===== src/rtl/uart_flit_tx_if.sv =====
// uart_flit_tx_if: valid/ready flit handshake into the UART flit transmitter
interface uart_flit_tx_if #(parameter int FLIT_WIDTH = 128);
  logic [FLIT_WIDTH-1:0] flit_in;
  logic                  flit_in_valid;
  logic                  flit_in_ready;
  modport master (output flit_in, output flit_in_valid, input flit_in_ready);
  modport slave (input flit_in, input flit_in_valid, output flit_in_ready);
endinterface


===== src/rtl/uart_flit_tx.sv =====
// uart_flit_tx: serializes one flit onto an 8N1 UART line, LSB byte and LSB bit first
module uart_flit_tx #(
  parameter int CLKS_PER_BIT = 868,
  parameter int FLIT_WIDTH = 128
) (
  input  logic               cpuclk,
  input  logic               rst,
  uart_flit_tx_if.slave      s_flit,
  output logic               uart_tx,
  output logic               busy
);
  localparam int NUM_BYTES = FLIT_WIDTH / 8;
  localparam int CW = $clog2(CLKS_PER_BIT);
  localparam int BW = NUM_BYTES > 1 ? $clog2(NUM_BYTES) : 1;
  typedef enum logic [1:0] {IDLE, START, DATA, STOP} state_t;
  state_t                r_state, w_state;
  logic [FLIT_WIDTH-1:0] r_shift, w_shift;
  logic [CW-1:0]         r_baud, w_baud;
  logic [2:0]            r_bit, w_bit;
  logic [BW-1:0]         r_byte, w_byte;
  logic                  w_tick;
  logic [BW+2:0]         w_idx;
  assign w_tick = r_baud == CW'(CLKS_PER_BIT - 1);
  assign w_idx = {r_byte, r_bit};
  always_ff @(posedge cpuclk) begin
    if (rst) begin
      r_state <= IDLE;
      r_shift <= '0;
      r_baud <= '0;
      r_bit <= '0;
      r_byte <= '0;
    end else begin
      r_state <= w_state;
      r_shift <= w_shift;
      r_baud <= w_baud;
      r_bit <= w_bit;
      r_byte <= w_byte;
    end
  end
  always_comb begin
    w_state = r_state;
    w_shift = r_shift;
    w_baud = w_tick ? '0 : r_baud + CW'(1);
    w_bit = r_bit;
    w_byte = r_byte;
    case (r_state)
      IDLE: begin
        w_baud = '0;
        if (s_flit.flit_in_valid) begin
          w_state = START;
          w_shift = s_flit.flit_in;
          w_bit = '0;
          w_byte = '0;
        end
      end
      START: begin
        w_state = w_tick ? DATA : START;
        w_bit = w_tick ? 3'd0 : r_bit;
      end
      DATA: begin
        w_state = w_tick && r_bit == 3'd7 ? STOP : DATA;
        w_bit = w_tick && r_bit != 3'd7 ? r_bit + 3'd1 : r_bit;
      end
      STOP: begin
        if (w_tick) begin
          w_state = r_byte == BW'(NUM_BYTES - 1) ? IDLE : START;
          w_byte = r_byte == BW'(NUM_BYTES - 1) ? r_byte : r_byte + BW'(1);
        end
      end
      default: w_state = IDLE;
    endcase
  end
  assign s_flit.flit_in_ready = r_state == IDLE;
  assign busy = r_state != IDLE;
  assign uart_tx = r_state == START ? 1'b0 : r_state == DATA ? r_shift[w_idx] : 1'b1;
endmodule


===== src/flat_wrapper.sv =====
// flat-port wrapper written by rule: the top's interface ports become plain ports
module uart_flit_tx_flat 
#(
  parameter int CLKS_PER_BIT = 868,
  parameter int FLIT_WIDTH = 128
)
  (cpuclk, rst, uart_tx, busy, s_flit_flit_in, s_flit_flit_in_valid, s_flit_flit_in_ready);
  uart_flit_tx_if #(.FLIT_WIDTH(FLIT_WIDTH)) s_flit_i ();
  input  logic cpuclk;
  input  logic rst;
  output logic uart_tx;
  output logic busy;
  input wire logic [$bits(s_flit_i.flit_in)-1:0] s_flit_flit_in;
  input wire logic [$bits(s_flit_i.flit_in_valid)-1:0] s_flit_flit_in_valid;
  output wire logic [$bits(s_flit_i.flit_in_ready)-1:0] s_flit_flit_in_ready;
  assign s_flit_i.flit_in = s_flit_flit_in;
  assign s_flit_i.flit_in_valid = s_flit_flit_in_valid;
  assign s_flit_flit_in_ready = s_flit_i.flit_in_ready;
  uart_flit_tx #(.CLKS_PER_BIT(CLKS_PER_BIT), .FLIT_WIDTH(FLIT_WIDTH)) u_core (.cpuclk(cpuclk), .rst(rst), .s_flit(s_flit_i), .uart_tx(uart_tx), .busy(busy));
endmodule

===== config.mk =====
export PLATFORM = sky130hd
export DESIGN_NAME = uart_flit_tx_flat
export DESIGN_NICKNAME = d
export VERILOG_FILES = /design/src/rtl/uart_flit_tx_if.sv /design/src/rtl/uart_flit_tx.sv /design/src/flat_wrapper.sv
export SDC_FILE = /design/constraint.sdc
export NUM_CORES = 1
export LEC_CHECK = 0
export BUFFER_PORTS_ARGS = -buffer_cell sky130_fd_sc_hd__buf_2
export CORE_ASPECT_RATIO = 0.8
export CORE_MARGIN = 4
export CORE_UTILIZATION = 55
export DETAILED_ROUTE_END_ITERATION = 7
export PLACE_DENSITY_LB_ADDON = 0.25
export SKIP_CTS_REPAIR_TIMING = 1
export SYNTH_ARGS = -nofsm -noshare
export SYNTH_HDL_FRONTEND = slang
export SYNTH_SLANG_ARGS = --single-unit

===== constraint.sdc =====
create_clock -name cpuclk -period 3.7 [get_ports cpuclk]
set_clock_uncertainty 0.2 [all_clocks]
set_input_delay 0.37 -clock cpuclk [delete_from_list [all_inputs] [get_ports cpuclk]]
set_output_delay 0.37 -clock cpuclk [all_outputs]
set_load 0.03 [all_outputs]

---- Word level (Yosys, flattened, before mapping) ----
Index checks and enable logic that the tools add are counted.
W data, S select, Z words.
operators by class
  add/subtract/negate cells ............... 3
  magnitude comparators ................... 1
  equal/unequal tests ..................... 12
  multiplexer cells ....................... 18
  reductions and logical operators ........ 11
operators with widths
  operator                 count
  $mux W4                  3
  $add A10 B1 Y10 const B  1
  $eq A10 B10 Y1 const B   1
  $mux W3                  3
  $pmux W3 S3              1
  $lt A7 B8 Y1 const B     1
  $pmux W2 S4              1
  $pmux W4 S2              1
  $reduce_and A4 Y1        2
  $bmux W1 S7              1
  $mux W2                  3
  $ne A2 B1 Y1 const B     3
  $mux W1                  5
  $add A4 B1 Y4 const B    1
  $eq A2 B2 Y1 const B     2
  $eq A4 B4 Y1 const B     1
  $ne A2 B2 Y1 const B     2
  $reduce_and A2 Y1        2
  $reduce_bool A2 Y1       2
  $add A3 B1 Y3 const B    1
  $eq A3 B3 Y1 const B     1
  $ne A3 B3 Y1 const B     1
  $reduce_bool A3 Y1       1
  $reduce_or A3 Y1         1
  other kinds (3)          4
storage, ports and cells
  flip-flop bits (word level) ............. 147
  output and inout bits ................... 3

---- Depth between registers and ports, before layout ----
  depth after elaboration ................. 4
  depth in mapped cells ................... 8
  gate-level depth less buffers ........... 6

---- Worst setup path after synthesis ----
Ideal clock, no wire load.
  path kind ............................... register -> output
  start ................................... register u_core.r_bit[0]
  end ..................................... output port uart_tx
  arrival ................................. 2.131 ns
  required time ........................... 3.130 ns
  setup slack ............................. 0.999 ns
  stages on the path, launching flop included .. 8
  path buffers ............................ 3
  cells stage by stage .................... dfxtp_1 > buf_6 > buf_12 > buf_6 > mux4_2 > a221oi_1 > o32ai_1 > a32oi_1
between the ends
  longest elaborated chain between the ends .. 4
ends and longest elaborated chain
  what                           line                source
  start, declared                uart_flit_tx.sv:19  logic [2:0] r_bit, w_bit;
  start signal, assigned         uart_flit_tx.sv:36  r_bit <= w_bit;
  $bmux W1 S7                    uart_flit_tx.sv:75  assign uart_tx = r_state == START ? 1'b0 : r_state == DATA ? r_shift[w_idx] : 1'b1;
  $mux W1 (implied by the code)  uart_flit_tx.sv:75
  $mux W1 (2 in a row)           uart_flit_tx.sv:75
  end, declared                  flat_wrapper.sv:11  output logic uart_tx;
Every way passes these cells. The select of a mux whose other input is x is not followed.

---- Worst setup path after layout ----
Ends and elaborated chain as after synthesis.

==> impl_metrics.prom <==
# TYPE chip_impl_metric gauge
chip_impl_info{name="outcome",value="finished with violations"} 1
chip_impl_info{name="violations",value="hold timing"} 1
chip_impl_metric{name="drt-pass1-iter-count",unit=""} 5
chip_impl_metric{name="stdcell_count",unit=""} 1033
chip_impl_info{name="busiest_layer",value="met2"} 1
chip_impl_metric{name="critical_path_arrival",unit="ns"} 2.85
chip_impl_metric{name="final_design_area_no_fill",unit="um2"} 7890
chip_impl_metric{name="design.die.area",unit="um2"} 13500
chip_impl_metric{name="number_of_global_route_vias_before_repair",unit=""} 5406
chip_impl_metric{name="finalSetupTns",unit="ns"} 0
chip_impl_metric{name="place.gp.congestion",unit=""} 0.852
chip_impl_info{name="tritoncts",value="yes"} 1
chip_impl_metric{name="timing.final.crit_share",unit=""} 0.924
chip_impl_metric{name="place_hpwl",unit="um"} 10800
chip_impl_metric{name="detail_route.wl_per_cell",unit="um"} 15.4
chip_impl_metric{name="worst_r2r_path_depth",unit=""} 5
chip_impl_metric{name="worstMarginPinSlew",unit="ns"} 0.674
chip_impl_metric{name="grt_first_pass_wirelength",unit="um"} 25800
chip_impl_metric{name="cts.clk_slew.worst_paths",unit="ns"} 0.06
chip_impl_metric{name="core",unit="um2"} 11500
chip_impl_metric{name="post_dp_cell_area",unit="um2"} 7110
chip_impl_metric{name="max-slew-margin-rel",unit=""} 0.551
chip_impl_metric{name="dr.first_iter.drc_count",unit=""} 460
chip_impl_metric{name="detail-route-antenna-nets",unit=""} 0
chip_impl_metric{name="finish.net_count",unit=""} 1008
chip_impl_metric{name="boundaryPins",unit=""} 134
chip_impl_metric{name="drv.max_cap_violation_count",unit=""} 0
chip_impl_metric{name="mappedNetlistNets",unit=""} 891
chip_impl_metric{name="placed_cells",unit=""} 985
chip_impl_metric{name="mappedNetlistArea",unit="um2"} 6450
chip_impl_info{name="regToRegEndpoint",value="u_core.r_shift[90]$_SDFFE_PP0P_"} 1
chip_impl_metric{name="power.static_leakage",unit="nW"} 3.20
chip_impl_metric{name="detailroute.via_count",unit=""} 5646
chip_impl_info{name="top_area_cells_in_the_synthesized_netlist",value="dfxtp_1 46%, nand2_1 16%, a21oi_1 10%"} 1
chip_impl_metric{name="timing.fmax",unit="MHz"} 292
chip_impl_metric{name="postLayoutCoreUtil",unit=""} 0.688
chip_impl_metric{name="hold_ws",unit="ns"} -0.0213
chip_impl_metric{name="worst_setup_slack_final",unit="ns"} 0.281
chip_impl_metric{name="largest_net_degree_at_the_start_of_global_routing",unit=""} 73
chip_impl_metric{name="io_buffers",unit=""} 133
chip_impl_metric{name="insertedDiodeCount",unit=""} 0
chip_impl_metric{name="yosysWarnings",unit=""} 0
chip_impl_metric{name="postSynthAreaPerCell",unit="um2"} 8.53
chip_impl_metric{name="fin_crit",unit="ns"} 3.42
chip_impl_metric{name="synth_async_sr_flop_share",unit=""} 0
chip_impl_info{name="timing.critical_path.from_type",value="flip-flop"} 1
chip_impl_metric{name="timing.hold.worst_path_depth",unit=""} 3
chip_impl_metric{name="worst_skew_pair.late_latency",unit="ns"} 0.42
chip_impl_metric{name="vdd_drop_max",unit="mV"} 0.376
chip_impl_metric{name="htree_num_levels",unit=""} 4
chip_impl_info{name="ys.flop_type",value="dfxtp_1"} 1
chip_impl_metric{name="y_dimension_of_the_die",unit="um"} 105
chip_impl_metric{name="final_max_slew_viol_count",unit=""} 0
chip_impl_metric{name="path_max_fanout",unit=""} 25
chip_impl_metric{name="seq_area",unit="um2"} 2950
chip_impl_metric{name="multi_input_comb_area",unit="um2"} 3220
chip_impl_info{name="setup.worst_path.end_class",value="output pin"} 1
chip_impl_metric{name="synth_top_area_frac",unit=""} 0.456
chip_impl_info{name="hold_start",value="s_flit_flit_in[3]"} 1
chip_impl_metric{name="groute.layer.met1.usage",unit=""} 0.335
chip_impl_metric{name="fillers",unit=""} 900
chip_impl_info{name="grt_setup_unrepaired",value="false"} 1
chip_impl_metric{name="worst_ep_required_time",unit="ns"} 3.13
chip_impl_metric{name="tritoncts.num_buffers",unit=""} 17
chip_impl_metric{name="grt_usage",unit=""} 0.239
chip_impl_metric{name="grt_antenna_before_repair",unit=""} 0
chip_impl_info{name="clk_root_buffer_cell",value="clkbuf_16"} 1
chip_impl_metric{name="area_growth",unit="%"} 22.3
chip_impl_metric{name="routed_via_density",unit=""} 5.47
chip_impl_info{name="timing.hold.worst.class",value="in2reg"} 1
chip_impl_metric{name="row_count",unit=""} 35
chip_impl_metric{name="postSynthRegisterBits",unit=""} 147
chip_impl_metric{name="placement.setup.worst_slack",unit="ns"} 0.725
chip_impl_metric{name="cellPowerDensity",unit="nW/um2"} 485
chip_impl_metric{name="cts_num_sinks",unit=""} 147
chip_impl_info{name="synth.largest_area_cell",value="dfxtp_1"} 1
chip_impl_metric{name="post_route_total_power",unit="mW"} 3.83
chip_impl_metric{name="hold_viol_final",unit=""} 44
chip_impl_info{name="post-synth-top-count-cell",value="nand2_1"} 1
chip_impl_info{name="criticalPathCategory",value="reg2out"} 1
chip_impl_metric{name="clk_path_buf_depth",unit=""} 2
chip_impl_metric{name="synth_seq_area_share",unit=""} 0.456
chip_impl_metric{name="global_route.overflow_total",unit=""} 0
chip_impl_metric{name="met3_usage",unit=""} 0.0572
chip_impl_metric{name="synthesis.instances",unit=""} 756
chip_impl_metric{name="met2_usage",unit=""} 0.357
chip_impl_metric{name="report.final.setup_viol",unit=""} 0
chip_impl_metric{name="die_width",unit="um"} 129
chip_impl_metric{name="post-route-drc-count",unit=""} 0
chip_impl_metric{name="drive_gt1_frac",unit=""} 0.224
chip_impl_metric{name="wl",unit="um"} 15900
chip_impl_metric{name="ys_types",unit=""} 47
chip_impl_info{name="ys_top_cells_by_count",value="269 x nand2_1, 147 x dfxtp_1, 134 x a21oi_1, 38 x clkbuf_1, 21 x nor2_1"} 1
chip_impl_metric{name="initial_core_util",unit=""} 0.562
chip_impl_metric{name="synth-edff-count",unit=""} 0
chip_impl_info{name="min_delay_worst_endpoint",value="u_core.r_shift[3]$_SDFFE_PP0P_"} 1
chip_impl_metric{name="r2r_setup_slack",unit="ns"} 1.27
[how the worst max path moves through the flow]
stage / start / end / cells past startpoint
finish: u_core.r_bit[0]$_SDFFE_PP0P_ / uart_tx / 7
global route: u_core.r_bit[0]$_SDFFE_PP0P_ / uart_tx / 7
CTS: u_core.r_bit[0]$_SDFFE_PP0P_ / uart_tx / 7
detailed placement: u_core.r_bit[0]$_SDFFE_PP0P_ / uart_tx / 7
global placement: u_core.r_bit[0]$_SDFFE_PP0P_ / uart_tx / 7
floorplan: u_core.r_bit[0]$_SDFFE_PP0P_ / uart_tx / 7
[area by class of cell]
class	instances	share of cell area
multi-input cells	545	0.408
flip-flops and latches	147	0.373
repair buffers	157	0.116
clock buffers	23	0.0606
well taps	148	0.0235
clock inverters	8	0.0160
inverters	5	0.00238
[power by group]
group          switching [mW]  internal (mW)  leakage, nW
sequential             0.0551           1.67         1.20
clock                   0.645           1.11        0.297
combinational           0.190          0.160         1.70
[critical path: stages (launching register included)]
cell and delay (ns):
dfxtp_2 0.49, buf_4 0.44, mux4_1 0.34, mux2i_1 0.09, mux4_2 0.46, nand2b_1 0.16, a32oi_1 0.21, buf_2 0.24
[routing by layer]
layer | wire length [um] | share of wire | up-vias
met5 | 0 | 0 | -
met4 | 415 | 0.026 | 0
met3 | 1060 | 0.067 | 38
met2 | 7350 | 0.46 | 193
met1 | 7090 | 0.45 | 2617
li1 | - | - | 2798
[placed cells by master, fill, tap and decap left out, types with 5 or more instances in the layout]
master	n
nand2_1	268
dfxtp_1	145
a21oi_1	134
buf_2	132
nor2_1	21
mux2i_1	20
mux4_2	17
clkbuf_16	17
dlygate4sd3_1	17
mux4_1	12
nand3_1	8
xor2_1	7
buf_4	6
nor2b_1	5
nor3_1	5
xnor2_1	5
[sequential cells by signal (all words and copies together), names as in the netlist, named ones only]
| signal | flops |
|---|---|
| u_core.r_bit | 3 |
| u_core.r_shift | 128 |
| u_core.r_baud | 10 |
| u_core.r_state | 1 |
| u_core.r_byte | 4 |
[kinds of logic after synthesis]
family                     share of synthesized area
xor gates and xnor gates                      0.0163
DFF                                            0.456
muxes                                          0.146
adders and majority gates                    0.00776
AOI/OAI and AO/OA                              0.126
buffers and inverters                         0.0465
and+or+nand+nor                                0.201
(Power assumes the default switching activity.)
